**src/rtl/vote_tally_display.sv**
```systemverilog
// rtl/vote_tally_display.sv - debounced voter switch tally with LIVE/HOLD latch and 2-digit scanned display
// Ports:
//   clk      - rising-edge clock for all state
//   rst      - synchronous active-high reset
//   comps    - raw voter switches (asynchronous), 1 = vote cast
//   latch    - each rising edge toggles LIVE/HOLD
//   clear    - forces LIVE while high (wins over latch)
//   segs     - {g,f,e,d,c,b,a}, active-low, registered
//   an       - digit enables, active-low; an[0] = units, an[1] = tens; registered
//   majority - displayed count * 2 > N_VOTERS; registered
//   hold     - high in HOLD; registered
module vote_tally_display #(
  parameter int N_VOTERS        = 5,
  parameter int DEBOUNCE_CYCLES = 4,
  parameter int SCAN_DIV        = 16
) (
  input  logic                clk,
  input  logic                rst,
  input  logic [N_VOTERS-1:0] comps,
  input  logic                latch,
  input  logic                clear,
  output logic [6:0]          segs,
  output logic [1:0]          an,
  output logic                majority,
  output logic                hold
);

  localparam int CW = $clog2(N_VOTERS + 1);

  typedef enum logic {LIVE, HOLD} state_t;

  logic [N_VOTERS-1:0] s1;
  logic [N_VOTERS-1:0] s2;
  logic [N_VOTERS-1:0] deb;
  logic [7:0]          deb_cnt [N_VOTERS];
  logic [CW-1:0]       count;
  logic [CW-1:0]       held;
  logic [CW-1:0]       shown;
  logic [15:0]         scan_cnt;
  logic                digit;     // 0 = units slot, 1 = tens slot
  logic                latch_q;
  state_t              state;

  logic [3:0]          shown4;
  logic                tens;
  logic [3:0]          units;
  logic [6:0]          disp_segs;

  function automatic logic [CW-1:0] popcount(input logic [N_VOTERS-1:0] v);
    logic [CW-1:0] c;
    c = '0;
    for (int i = 0; i < N_VOTERS; i++) c = c + CW'(v[i]);
    return c;
  endfunction

  function automatic logic [6:0] enc(input logic [3:0] d);
    logic [6:0] s;
    case (d)
      4'd0:    s = 7'b1000000;
      4'd1:    s = 7'b1111001;
      4'd2:    s = 7'b0100100;
      4'd3:    s = 7'b0110000;
      4'd4:    s = 7'b0011001;
      4'd5:    s = 7'b0010010;
      4'd6:    s = 7'b0000010;
      4'd7:    s = 7'b1111000;
      4'd8:    s = 7'b0000000;
      4'd9:    s = 7'b0010000;
      default: s = 7'b1111111;
    endcase
    return s;
  endfunction

  // Two-flop synchroniser for the asynchronous switches
  always_ff @(posedge clk) begin
    if (rst) begin
      s1 <= '0;
      s2 <= '0;
    end else begin
      s1 <= comps;
      s2 <= s1;
    end
  end

  // Per-bit debounce: a bit is accepted after DEBOUNCE_CYCLES consecutive
  // samples that differ from the accepted value; any agreeing sample restarts.
  always_ff @(posedge clk) begin
    if (rst) begin
      deb <= '0;
      for (int i = 0; i < N_VOTERS; i++) deb_cnt[i] <= '0;
    end else begin
      for (int i = 0; i < N_VOTERS; i++) begin
        if (s2[i] == deb[i]) begin
          deb_cnt[i] <= '0;
        end else if (deb_cnt[i] == 8'(DEBOUNCE_CYCLES - 1)) begin
          deb[i]     <= s2[i];
          deb_cnt[i] <= '0;
        end else begin
          deb_cnt[i] <= deb_cnt[i] + 8'd1;
        end
      end
    end
  end

  always_ff @(posedge clk) begin
    if (rst) count <= '0;
    else     count <= popcount(deb);
  end

  // Digit scan: the active slot flips each time the divider wraps
  always_ff @(posedge clk) begin
    if (rst) begin
      scan_cnt <= '0;
      digit    <= 1'b0;
    end else if (scan_cnt == 16'(SCAN_DIV - 1)) begin
      scan_cnt <= '0;
      digit    <= ~digit;
    end else begin
      scan_cnt <= scan_cnt + 16'd1;
    end
  end

  // Count never exceeds 15, so tens is 0 or 1 and a subtract replaces mod/div
  always_comb begin
    shown     = (state == HOLD) ? held : count;
    shown4    = 4'(shown);
    tens      = (shown4 >= 4'd10);
    units     = tens ? (shown4 - 4'd10) : shown4;
    disp_segs = digit ? (tens ? enc(4'd1) : 7'b1111111) : enc(units);
  end

  // LIVE/HOLD state machine with all display outputs registered here so
  // segs and an always move on the same edge.
  always_ff @(posedge clk) begin
    if (rst) begin
      state    <= LIVE;
      held     <= '0;
      latch_q  <= 1'b0;
      segs     <= 7'b1000000;
      an       <= 2'b10;
      majority <= 1'b0;
      hold     <= 1'b0;
    end else begin
      latch_q  <= latch;
      segs     <= disp_segs;
      an       <= digit ? 2'b01 : 2'b10;
      majority <= ({shown4, 1'b0} > 5'(N_VOTERS));
      hold     <= (state == HOLD);
      if (clear) begin
        state <= LIVE;
      end else if (latch && !latch_q) begin
        case (state)
          LIVE: begin
            state <= HOLD;
            held  <= count;
          end
          default: state <= LIVE;
        endcase
      end
    end
  end

endmodule

```
**config.mk**
```make
export PLATFORM = sky130hd
export DESIGN_NAME = vote_tally_display
export DESIGN_NICKNAME = d
export VERILOG_FILES = /design/src/rtl/vote_tally_display.sv
export SDC_FILE = /design/constraint.sdc
export NUM_CORES = 1
export LEC_CHECK = 0
export CAP_MARGIN = 20
export CORE_UTILIZATION = 59
export DETAILED_ROUTE_END_ITERATION = 8
export GPL_TIMING_DRIVEN = 0
export PLACE_DENSITY = 0.76
export SLEW_MARGIN = 10
export SYNTH_ARGS = -nofsm -noshare
export SYNTH_HDL_FRONTEND = slang
export SYNTH_SLANG_ARGS = --single-unit
```
**constraint.sdc**
```tcl
create_clock -name clk -period 1.9 [get_ports clk]
set_clock_uncertainty 0.1 [all_clocks]
set_input_delay 0.285 -clock clk [delete_from_list [all_inputs] [get_ports clk]]
set_output_delay 0.285 -clock clk [all_outputs]
set_load 0.01 [all_outputs]
```
After elaboration in Yosys (flattened, before gate mapping) --
Memory sizes are Yosys's and may differ from the RTL's. Index checks and enable logic that the tools add are counted.
Storage, ports and cells: register bits 51, RAM bits 40, bits in read-only memories 112, input port bits 9, output and inout port bits 11, word-level logic and storage cells 153, memories 2
Memory list:
- (name not given) | depth 16, bits a word 7, rd ports 1, clocked after memory_dff 0, write ports 0, RTL line 58 | case (d)
- deb_cnt | depth 5, bits a word 8, rd ports 5, clocked after memory_dff 0, write ports 5, RTL line 35 | logic [7:0] deb_cnt [N_VOTERS];
Operators by class: add/subtract/negate cells 11, magnitude comparators 2, equal/unequal tests 11, muxes and demuxes 78, bitwise gates (word level) 22, reduce and logical (&&, ||, !) cells 10
Operator list (count):
- $mux W8 | 15
- $mux W1 | 58
- $add A8 B1 Y8 const B | 5
- $eq A8 B2 Y1 const B | 5
- $add A16 B1 Y16 const B | 1
- $eq A16 B4 Y1 const B | 1
- $or A1 B1 Y1 | 15
- $reduce_and A2 Y1 | 6
- $mux W7 | 1
- $not A1 Y1 | 7
- $add A3 B1 Y3 | 2
- $mux W3 | 2
- $eq A1 B1 Y1 | 5
- $ge A3 B4 Y1 const B | 1
- $gt A4 B3 Y1 const B | 1
- $mux W4 | 1
- $reduce_or A2 Y1 | 2
- $sub A3 B4 Y4 const B | 1
- $add A2 B1 Y3 | 1
- $add A1 B1 Y2 | 1
- $mux W2 | 1
- $logic_and A1 B1 Y1 | 1
- $logic_not A1 Y1 | 1

Depth between registers and ports, before layout --
Gate-level depths: netlist (run 1). An unclocked memory read counts as a cell.
depth after elaboration 8, mapped depth 7, gate-level depth less buffers 6

Worst setup path after synthesis (run 1) --
OpenSTA, ideal clock, no wires.
kind register -> register, start register deb[0], end register count[1], setup time 0.128 ns, arrival time 1.549 ns, required time 1.672 ns, path slack 0.123 ns, stages on the path, launching flop included 5, buffers on the path 0, period minus slack after synthesis 1.777 ns, cell sequence dfxtp_1 > fa_1 > fa_1 > ha_1 > nor2b_1
Between the ends: word-level cells in the longest chain between the ends 4
Ends and longest elaborated chain:
- start, declared | RTL line 34 | logic [N_VOTERS-1:0] deb;
- start signal, assigned by index | RTL line 96 | deb[i] <= s2[i];
- $add A1 B1 Y2 | RTL line 52 | for (int i = 0; i < N_VOTERS; i++) c = c + CW'(v[i]);
- $add A2 B1 Y3 | RTL line 52
- $add A3 B1 Y3 (2 in a row) | RTL line 52
- end signal, assigned | RTL line 107 | else count <= popcount(deb);
- end, declared | RTL line 36 | logic [CW-1:0] count;
No other way between the ends. A chain may end at the register's enable or synchronous reset.

Final worst setup path (run 1) --
start register deb[1], end register count[1]
Same word-level chain as after synthesis.

==> out/qor_table.md, run 1 <==
| Stage | Quantity | Value |
| --- | --- | --- |
| critical path | Required time worst endpoint | 2.02 ns |
| detailed routing | WL/cell | 12.43 µm |
| detailed routing | Post-route met1 wirelength | 3138 µm |
| critical path | Max FO, Critical Path | 3 |
| yosys | Netlist Area Pre-Place | 4051 µm² |
| placed design | Port Buf Inserts | 19 |
| floorplanning | Die outline height | 84.87 µm |
| detailed routing | Remaining number of nets flagged by the antenna check after routing | 0 |
| cts | Num CTS Buffers | 9 |
| floorplanning | Die area | 7202 µm² |
| global route | Initial antenna violation count | 0 |
| global route | Remaining global-route overflow | 0 |
| yosys | Share of the yosys chip area belonging to registers | 0.5485 |
| cts | CTS sink count | 91 |
| finish | Number of non-filler instances in the completed layout | 526 |
| placed design | Routability cong. | 0.8483 |
| yosys | Per-instance average area after synthesis | 10.80 µm² |
| global route | Pin count of the biggest net entering global routing | 15 |
| finish | # diodes | 0 |
| detailed routing | Drt drc | 1 |
| detailed routing | Met3 wire length | 159 µm |
| run | Max Cap Violations | 0 |
| detailed routing | WL final | 6539 µm |
| cts | Clock network latency to the later pin of the worst-skew pair | 0.35 ns |
| placed design | Placed Cells incl. Taps | 510 |
| detailed routing | Routed via count divided by cell count | 5.120 |
| yosys | Most instantiated flip-flop cell in the synthesis netlist | sky130_fd_sc_hd__dfxtp_1 |
| yosys | Warnings from Yosys | 0 |
| global route | First-pass GRT wire length | 11,370 µm |
| placed design | Detailed Place HPWL | 4739 µm |
| floorplanning | Horizontal extent of the die | 84.87 µm |
| global route | Vias in the first global route | 2,650 |
| timing | Final worst path period need | 1.842 ns |
| run status | Violated checks | DRC |
| finish | Area delta synth->final | 15.81% |
| run status | Result of the run | finished, violations left |
| floorplanning | Area of the core | 6495 µm² |
| timing | Slew @ Worst Pin | 0.5172 ns |
| yosys | Yosys reg bits | 91 |
| power | Power per cell area | 740.0 nW/µm² |
| cts | H-tree levels | 3 |
| detailed routing | Sum of met2 wire segment lengths after detailed routing | 3138 µm |
| cts | Max Root-Sink Buffers | 2 |
| power | Static power due to leakage | 0.001788 µW |
| timing | Fin. Hold Viols | 0 |
| cts | CTS tree | built |
| critical path | Type of destination of the critical path | flip-flop |
| timing | Remaining max-slew budget at the tightest pin | 0.6453 |
| cts | Clock transition time at the flip-flop clock pins of the worst setup and hold paths | 0.09 ns |
| critical path | Critical Path Start Type | flip-flop |
| timing | Setup slack after layout | 0.05810 ns |
| timing | Endpoints failing setup | 0 |
| cts | Hold-fix buffers, CTS | 0 |
| detailed routing | Length of the first detailed-routing pass in iterations | 8 |
| yosys | Synth async-reset ratio | 0 |
| hold path | Path class of the lowest-slack min-delay path | flip-flop to flip-flop |
| detailed routing | Number of violations reported at the end of detailed-routing iteration 0 | 102 |
| global route | GRT Total Usage | 0.2015 |
| finish | Count of nets after finishing | 467 |
| finish | Share of final-layout standard cells stronger than drive strength 1 | 0.08686 |
| timing | Final period util | 0.9694 |
| yosys | Cell variety after synth | 38 |
| power | Highest ir drop seen on vdd | 0.7164 mV |
| cts | CTS root buf | sky130_fd_sc_hd__clkbuf_8 |
| yosys | Number of enable-type register cells in the synthesized netlist | 40 |
| critical path | Critical Setup Path Class | flip-flop to flip-flop |
| timing | Max-slew violation count | 0 |
| placed design | Post-Place Setup Slack | -0.2273 ns |
| floorplanning | Starting utilization of the core area | 0.6238 |
| timing | Highest attainable clock frequency | 0.5429 GHz |
| detailed routing | Via count | 2,693 |
| yosys | Gate count of the mapped netlist | 375 |
| detailed routing | Topmost layer with routed signal wires | met4 |
| floorplanning | Rows | 29 |
| power | Overall power of the completed layout | 3472 µW |
| critical path | Worst path arrival time | 1.97 ns |
| floorplanning | Top-Level Pins | 20 |
[sequential cells by signal (all words and copies together) (netlist names), 2 cells and up]
signal,flops
scan_cnt,16
s1,5
count,3
an,2
deb_cnt,40
held,3
segs,7
s2,5
deb,5
[worst max-delay path, cell delays in order, from the launching register on]
cell                      delay (ns)
sky130_fd_sc_hd__dfxtp_1        0.40
sky130_fd_sc_hd__fa_1           0.45
sky130_fd_sc_hd__fa_1           0.38
sky130_fd_sc_hd__ha_1           0.27
sky130_fd_sc_hd__nor2b_1        0.12
[cells in the final DEF (no fill, tap or decap), drive strengths merged, types with 2 or more instances in the layout]
cell	Yosys	layout
nor2	73	73
inv	8	8
nand3	30	30
nor3	7	7
nand2	18	18
fa	2	2
nor2b	17	17
clkbuf	3	14
conb	1	40
a21oi	8	8
xor2	25	25
dfxtp	51	51
nand2b	3	3
edfxtp	40	40
mux2i	6	6
ha	12	12
and3	16	16
nor4b	2	2
a211oi	3	3
buf	3	3
nor4	10	10
xnor2	26	26
nand4	5	5
clkdlybuf4s50	0	19
clkinv	0	5
[kinds of logic after synthesis]
group,after synthesis,synth area share
flip-flops,91,0.5485
adder cells (fa/ha/maj),14,0.04694
other,1,0.0009256
AO/OA/AOI/OAI,14,0.02007
XOR/XNOR,51,0.1103
buffers and inverters,14,0.01544
AND/OR/NAND/NOR,183,0.2403
multiplexers,7,0.01760
[report_power, final]
part / internal [µW] / switching (µW)
sequential: 2100 / 56.4
combinational: 80.3 / 92.7
clock: 505 / 636
[cells in the mapped netlist (2+ instances only)]
library cell / count / area [µm²]
sky130_fd_sc_hd__nand2b_1: 2 / 12.51
sky130_fd_sc_hd__nor4_2: 5 / 62.56
sky130_fd_sc_hd__nor4b_1: 2 / 17.52
sky130_fd_sc_hd__a21oi_1: 8 / 40.04
sky130_fd_sc_hd__a211oi_1: 3 / 22.52
sky130_fd_sc_hd__buf_2: 2 / 10.01
sky130_fd_sc_hd__nor4_1: 5 / 31.28
sky130_fd_sc_hd__nand3_1: 28 / 140.1
sky130_fd_sc_hd__xor2_1: 25 / 219.0
sky130_fd_sc_hd__nor3_1: 7 / 35.03
sky130_fd_sc_hd__nor2_2: 3 / 18.77
sky130_fd_sc_hd__nor2b_1: 17 / 106.4
sky130_fd_sc_hd__edfxtp_1: 40 / 1201
sky130_fd_sc_hd__fa_1: 2 / 40.04
sky130_fd_sc_hd__inv_1: 8 / 30.03
sky130_fd_sc_hd__ha_1: 12 / 150.1
sky130_fd_sc_hd__nor2_1: 70 / 262.8
sky130_fd_sc_hd__and3_1: 15 / 93.84
sky130_fd_sc_hd__nand2_1: 18 / 67.56
sky130_fd_sc_hd__xnor2_1: 26 / 227.7
sky130_fd_sc_hd__nand4_1: 2 / 12.51
sky130_fd_sc_hd__clkbuf_1: 3 / 11.26
sky130_fd_sc_hd__mux2i_1: 6 / 60.06
sky130_fd_sc_hd__dfxtp_1: 51 / 1021
sky130_fd_sc_hd__nand4_4: 2 / 42.54
[area by class of cell]
type	instances	area, µm²
sequential	91	2223
multi-input combinational	309	1949
fill	490	1803
timing repair buffer	19	190.2
clock buffer	11	141.4
tap	77	96.34
buffer	6	32.53
inverter	8	30.03
clock inverter	5	28.78
[repair_timing]
action                     CTS  global route
setup buffers                0             0
setup endpoints to repair   16            13
gates resized for setup      3             4
[path summary, 6_finish.rpt]
path | start | endpoint | slack [ns] | depth (start not counted)
max | deb[1] | count[1] | 0.06 | 4
max reg2reg | deb[1] | count[1] | 0.06 | 4
min reg2reg | s1[3] | s2[3] | 0.35 | 1
min | s1[3] | s2[3] | 0.35 | 1
[metal layers]
| layer | vias up | GRT usage |
|---|---|---|
| met1 | 1269 | 0.2423 |
| met5 | - | 0 |
| met4 | 0 | 0.09245 |
| li1 | 1383 | - |
| met2 | 31 | 0.3429 |
| met3 | 10 | 0.05058 |
[stage by stage]
| stage | instance area, µm² | hold WS [ns] | util | TNS, ns |
|---|---|---|---|---|
| 6_report | 4692 | 0.3457 | 0.7224 | 0 |
| 5_1_grt | 4692 | 0.3632 | 0.7224 | -0.003187 |
| 4_1_cts | 4671 | 0.3484 | 0.7191 | 0 |
| 3_5_place_dp | 4484 | 0.3274 | 0.6904 | -5.541 |
| 3_3_place_gp | 4484 | 0.3170 | 0.6904 | -5.118 |
| 2_1_floorplan | 4198 | 0.2617 | - | 0 |
Power figures use the tool's default switching activity.
==> run 2: changes to the inputs <==
--- a/config.mk
+++ b/config.mk
@@ -8,8 +8,10 @@
 export CAP_MARGIN = 20
 export CORE_UTILIZATION = 59
 export DETAILED_ROUTE_END_ITERATION = 8
+export GPL_ROUTABILITY_DRIVEN = 0
 export GPL_TIMING_DRIVEN = 0
 export PLACE_DENSITY = 0.76
+export SETUP_SLACK_MARGIN = 0.2
 export SLEW_MARGIN = 10
 export SYNTH_ARGS = -nofsm -noshare
 export SYNTH_HDL_FRONTEND = slang
==> run 2 against run 1 <==
  * The run now ends clean
  * Register-to-register slack improved by 0.08 ns
  * Critical path depth did not move
  * Combinational power rose by 10%
  * Non-clock buffer count rose by 9
  * Sequential share of layout area fell by 1.4 points
  * Flip-flop and latch count did not move
  * Setup slack improved by 0.080 ns
  * Clock power barely moved
  * Utilization rose by 2.3 points
  * Clock-buffer cell count rose by 3
  * Design area rose by 3.2%
  * Critical path type unchanged
==> out/qor_table.md, run 2 (synthesized netlist as in run 1, its figures left out) <==
| Stage | Quantity | Value | Change |
| --- | --- | --- | --- |
| run status | Result of the run | finished, final reports clean | was finished, violations left |
| power | Sequential fraction of design power | 0.620 | was 0.621 |
| critical path | Largest incremental delay on the critical path | 0.49 ns | was 0.45 ns |
| global route | Remaining global-route overflow | 0 | unchanged |
| timing | Endpoints failing setup | 0 | unchanged |
| floorplanning | Area of the core | 6495 µm² | unchanged |
| power | Internal power summed over all cells | 2709 µW | was 2686 µW |
| timing | Setup repair after global routing missed its margin | yes |  |
| timing | Final period util | 0.9275 | was 0.9694 |
| power | Share of total power in combinational logic | 0.055 | was 0.050 |
| critical path | Max FO, Critical Path | 2 | was 3 |
| power | Power per cell area | 718.5 nW/µm² | was 740.0 nW/µm² |
| finish | Final standard cell area without fillers | 4843 µm² | was 4692 µm² |
| power | Clock share of power | 0.325 | was 0.329 |
| placed design | Placed cell area | 4492 µm² | was 4484 µm² |
| global route | Pin count of the biggest net entering global routing | 15 | unchanged |
| finish | Most common library cell in the layout ignoring fill and taps | sky130_fd_sc_hd__nor2_1 | unchanged |
| cts | CTS root buf | sky130_fd_sc_hd__clkbuf_8 | unchanged |
| global route | Grt met3 use | 0.05253 | was 0.05058 |
| placed design | Port Buf Inserts | 19 | unchanged |
| finish | Area delta synth->final | 19.55% | was 15.81% |
| power | Switching power share of the total | 0.2216 | was 0.2262 |
| finish | Max reg flops | 40 | unchanged |
| cts | Clock transition time at the flip-flop clock pins of the worst setup and hold paths | 0.09 ns | about the same |
| critical path | Cell with the largest stage delay on the worst path | sky130_fd_sc_hd__fa_1 | unchanged |
| cts | Hold-fix buffers, CTS | 0 | unchanged |
| detailed routing | WL/cell | 12.21 µm | was 12.43 µm |
| detailed routing | Length of the first detailed-routing pass in iterations | 6 | was 8 |
| detailed routing | Number of violations reported at the end of detailed-routing iteration 0 | 75 | was 102 |
| cts | CTS tree | built | unchanged |
| floorplanning | Die outline height | 84.87 µm | unchanged |
| finish | Registers with the most flip-flops | deb_cnt: 40 flops, scan_cnt: 16 flops, segs: 7 flops | unchanged |
| timing | Setup slack after layout | 0.1377 ns | was 0.05810 ns |
| power | Highest ir drop seen on vdd | 0.5369 mV | was 0.7164 mV |
| critical path | Worst path arrival time | 1.89 ns | was 1.97 ns |
| cts | H-tree levels | 3 | unchanged |
| critical path | CP bufs+invs | 0 | unchanged |
| timing | Highest attainable clock frequency | 0.5674 GHz | was 0.5429 GHz |
| detailed routing | WL final | 6530 µm | was 6539 µm |
| critical path | Critical Path Start Type | flip-flop | unchanged |
| cts | Num CTS Buffers | 9 | unchanged |
| placed design | Detailed Place HPWL | 4609 µm | was 4739 µm |
| detailed routing | Via count | 2,714 | was 2,693 |
| critical path | Critical path's top delay family | adder cells | unchanged |
| critical path | Critical Setup Path Class | flip-flop to flip-flop | unchanged |
| finish | Final core area utilization | 0.7457 | was 0.7224 |
| finish | # diodes | 0 | unchanged |
| global route | GRT Total Usage | 0.2003 | was 0.2015 |
| floorplanning | Starting utilization of the core area | 0.6238 | unchanged |
| timing | Setup Total Neg Slack | 0 ns | unchanged |
| floorplanning | Die area | 7202 µm² | unchanged |
| detailed routing | Remaining number of nets flagged by the antenna check after routing | 0 | unchanged |
| global route | Met1 track demand over resource | 0.2534 | was 0.2423 |
| finish | Largest Register | deb_cnt | unchanged |
| timing | Worst hold slack | 0.3413 ns | was 0.3457 ns |
| finish | Count of nets after finishing | 476 | was 467 |
| critical path | Required time worst endpoint | 2.03 ns | was 2.02 ns |
| finish | Share of final-layout standard cells stronger than drive strength 1 | 0.1310 | was 0.08686 |
| hold path | Path class of the lowest-slack min-delay path | flip-flop to flip-flop | unchanged |
| global route | First-pass GRT wire length | 11,290 µm | was 11,370 µm |
| global route | Routing layer with the top usage in global route | met2 | unchanged |
| floorplanning | Horizontal extent of the die | 84.87 µm | unchanged |
| run | Max Cap Violations | 0 | unchanged |
| timing | Max-slew violation count | 0 | unchanged |
| floorplanning | Top-Level Pins | 20 | unchanged |
| global route | Vias in the first global route | 2,531 | was 2,650 |
| finish | Highest-count cells in the layout ignoring fill and taps | 70 x sky130_fd_sc_hd__nor2_1, 46 x sky130_fd_sc_hd__dfxtp_1, 40 x sky130_fd_sc_hd__edfxtp_1, 40 x sky130_fd_sc_hd__conb_1, 28 x sky130_fd_sc_hd__nand3_1 | was 70 x sky130_fd_sc_hd__nor2_1, 50 x sky130_fd_sc_hd__dfxtp_1, 40 x sky130_fd_sc_hd__edfxtp_1, 40 x sky130_fd_sc_hd__conb_1, 28 x sky130_fd_sc_hd__nand3_1 |
| timing | Final worst path period need | 1.762 ns | was 1.842 ns |
| placed design | Post-Place Setup Slack | -0.2193 ns | was -0.2273 ns |
| cts | Clock network latency to the later pin of the worst-skew pair | 0.36 ns | was 0.35 ns |
| cts | CTS sink count | 91 | unchanged |
| power | Static power due to leakage | 0.001832 µW | was 0.001788 µW |
| power | Switching power | 771.1 µW | was 785.5 µW |
| detailed routing | Routed via count divided by cell count | 5.073 | was 5.120 |
| global route | Initial antenna violation count | 0 | unchanged |
| timing | Fin. Hold Viols | 0 | unchanged |
| cts | Max Root-Sink Buffers | 2 | unchanged |
| detailed routing | Drt drc | 0 | was 1 |
| global route | Met2 Usage GRT | 0.3304 | was 0.3429 |
| critical path | Type of destination of the critical path | flip-flop | unchanged |
| critical path | Critical path, cell by cell | fa_1 -> fa_2 -> ha_4 -> nor2b_1 | was fa_1 -> fa_1 -> ha_1 -> nor2b_1 |
| floorplanning | Rows | 29 | unchanged |
## run 2: metrics by stage
stage / std cells / total power (µW)
floorplan: 414 / 2308
global placement: 510 / 2360
detailed placement: 510 / 2367
CTS: 528 / 3496
global route: 535 / 3627
finish: 535 / 3480
## run 2: power groups by stage
stage                     Sequential [µW]  Clock [µW]  Combinational, µW
after floorplan                      2190           0                121
after global placement               2200           0                165
after detailed placement             2200           0                169
after CTS                            2150        1170                173
after global routing                 2170        1240                216
final                                2160        1130                191
## run 2: worst reg2reg max path, cell delays in order (launching register included)
cell and delay, ns:
sky130_fd_sc_hd__dfxtp_2 0.34, sky130_fd_sc_hd__fa_1 0.49, sky130_fd_sc_hd__fa_2 0.38, sky130_fd_sc_hd__ha_4 0.21
sky130_fd_sc_hd__nor2b_1 0.12
## run 2: final timing paths
kind	startpoint	to	slack [ns]	cells after the start
worst max-delay path	deb[1]	count[1]	0.14	4
worst max register to register	deb[1]	count[1]	0.14	4
worst min-delay path	s1[3]	s2[3]	0.34	1
worst min register to register	s1[3]	s2[3]	0.34	1
## run 2: layout make-up
| type | instances | area [µm²] |
|---|---|---|
| tap | 77 | 96.34 |
| multi-input combinational | 309 | 2027 |
| clock inverter | 2 | 11.26 |
| sequential | 91 | 2228 |
| inverter | 8 | 30.03 |
| fill | 461 | 1652 |
| buffer | 6 | 40.04 |
| timing repair buffer | 28 | 257.7 |
| clock buffer | 14 | 152.6 |
## run 2: repair_timing
action | in CTS | in global routing
setup endpoints to repair | 33 | 45
cloned | 0 | 0
hold endpoints to repair | 0 | 0
setup buffers | 2 | 7
gates resized for setup | 9 | 18
pin swaps | 2 | 1
## run 2: layer usage
layer	vias up	wire (µm)
met5	-	0
met4	0	96
met3	11	201
met2	33	3151
met1	1265	3081
li1	1405	-
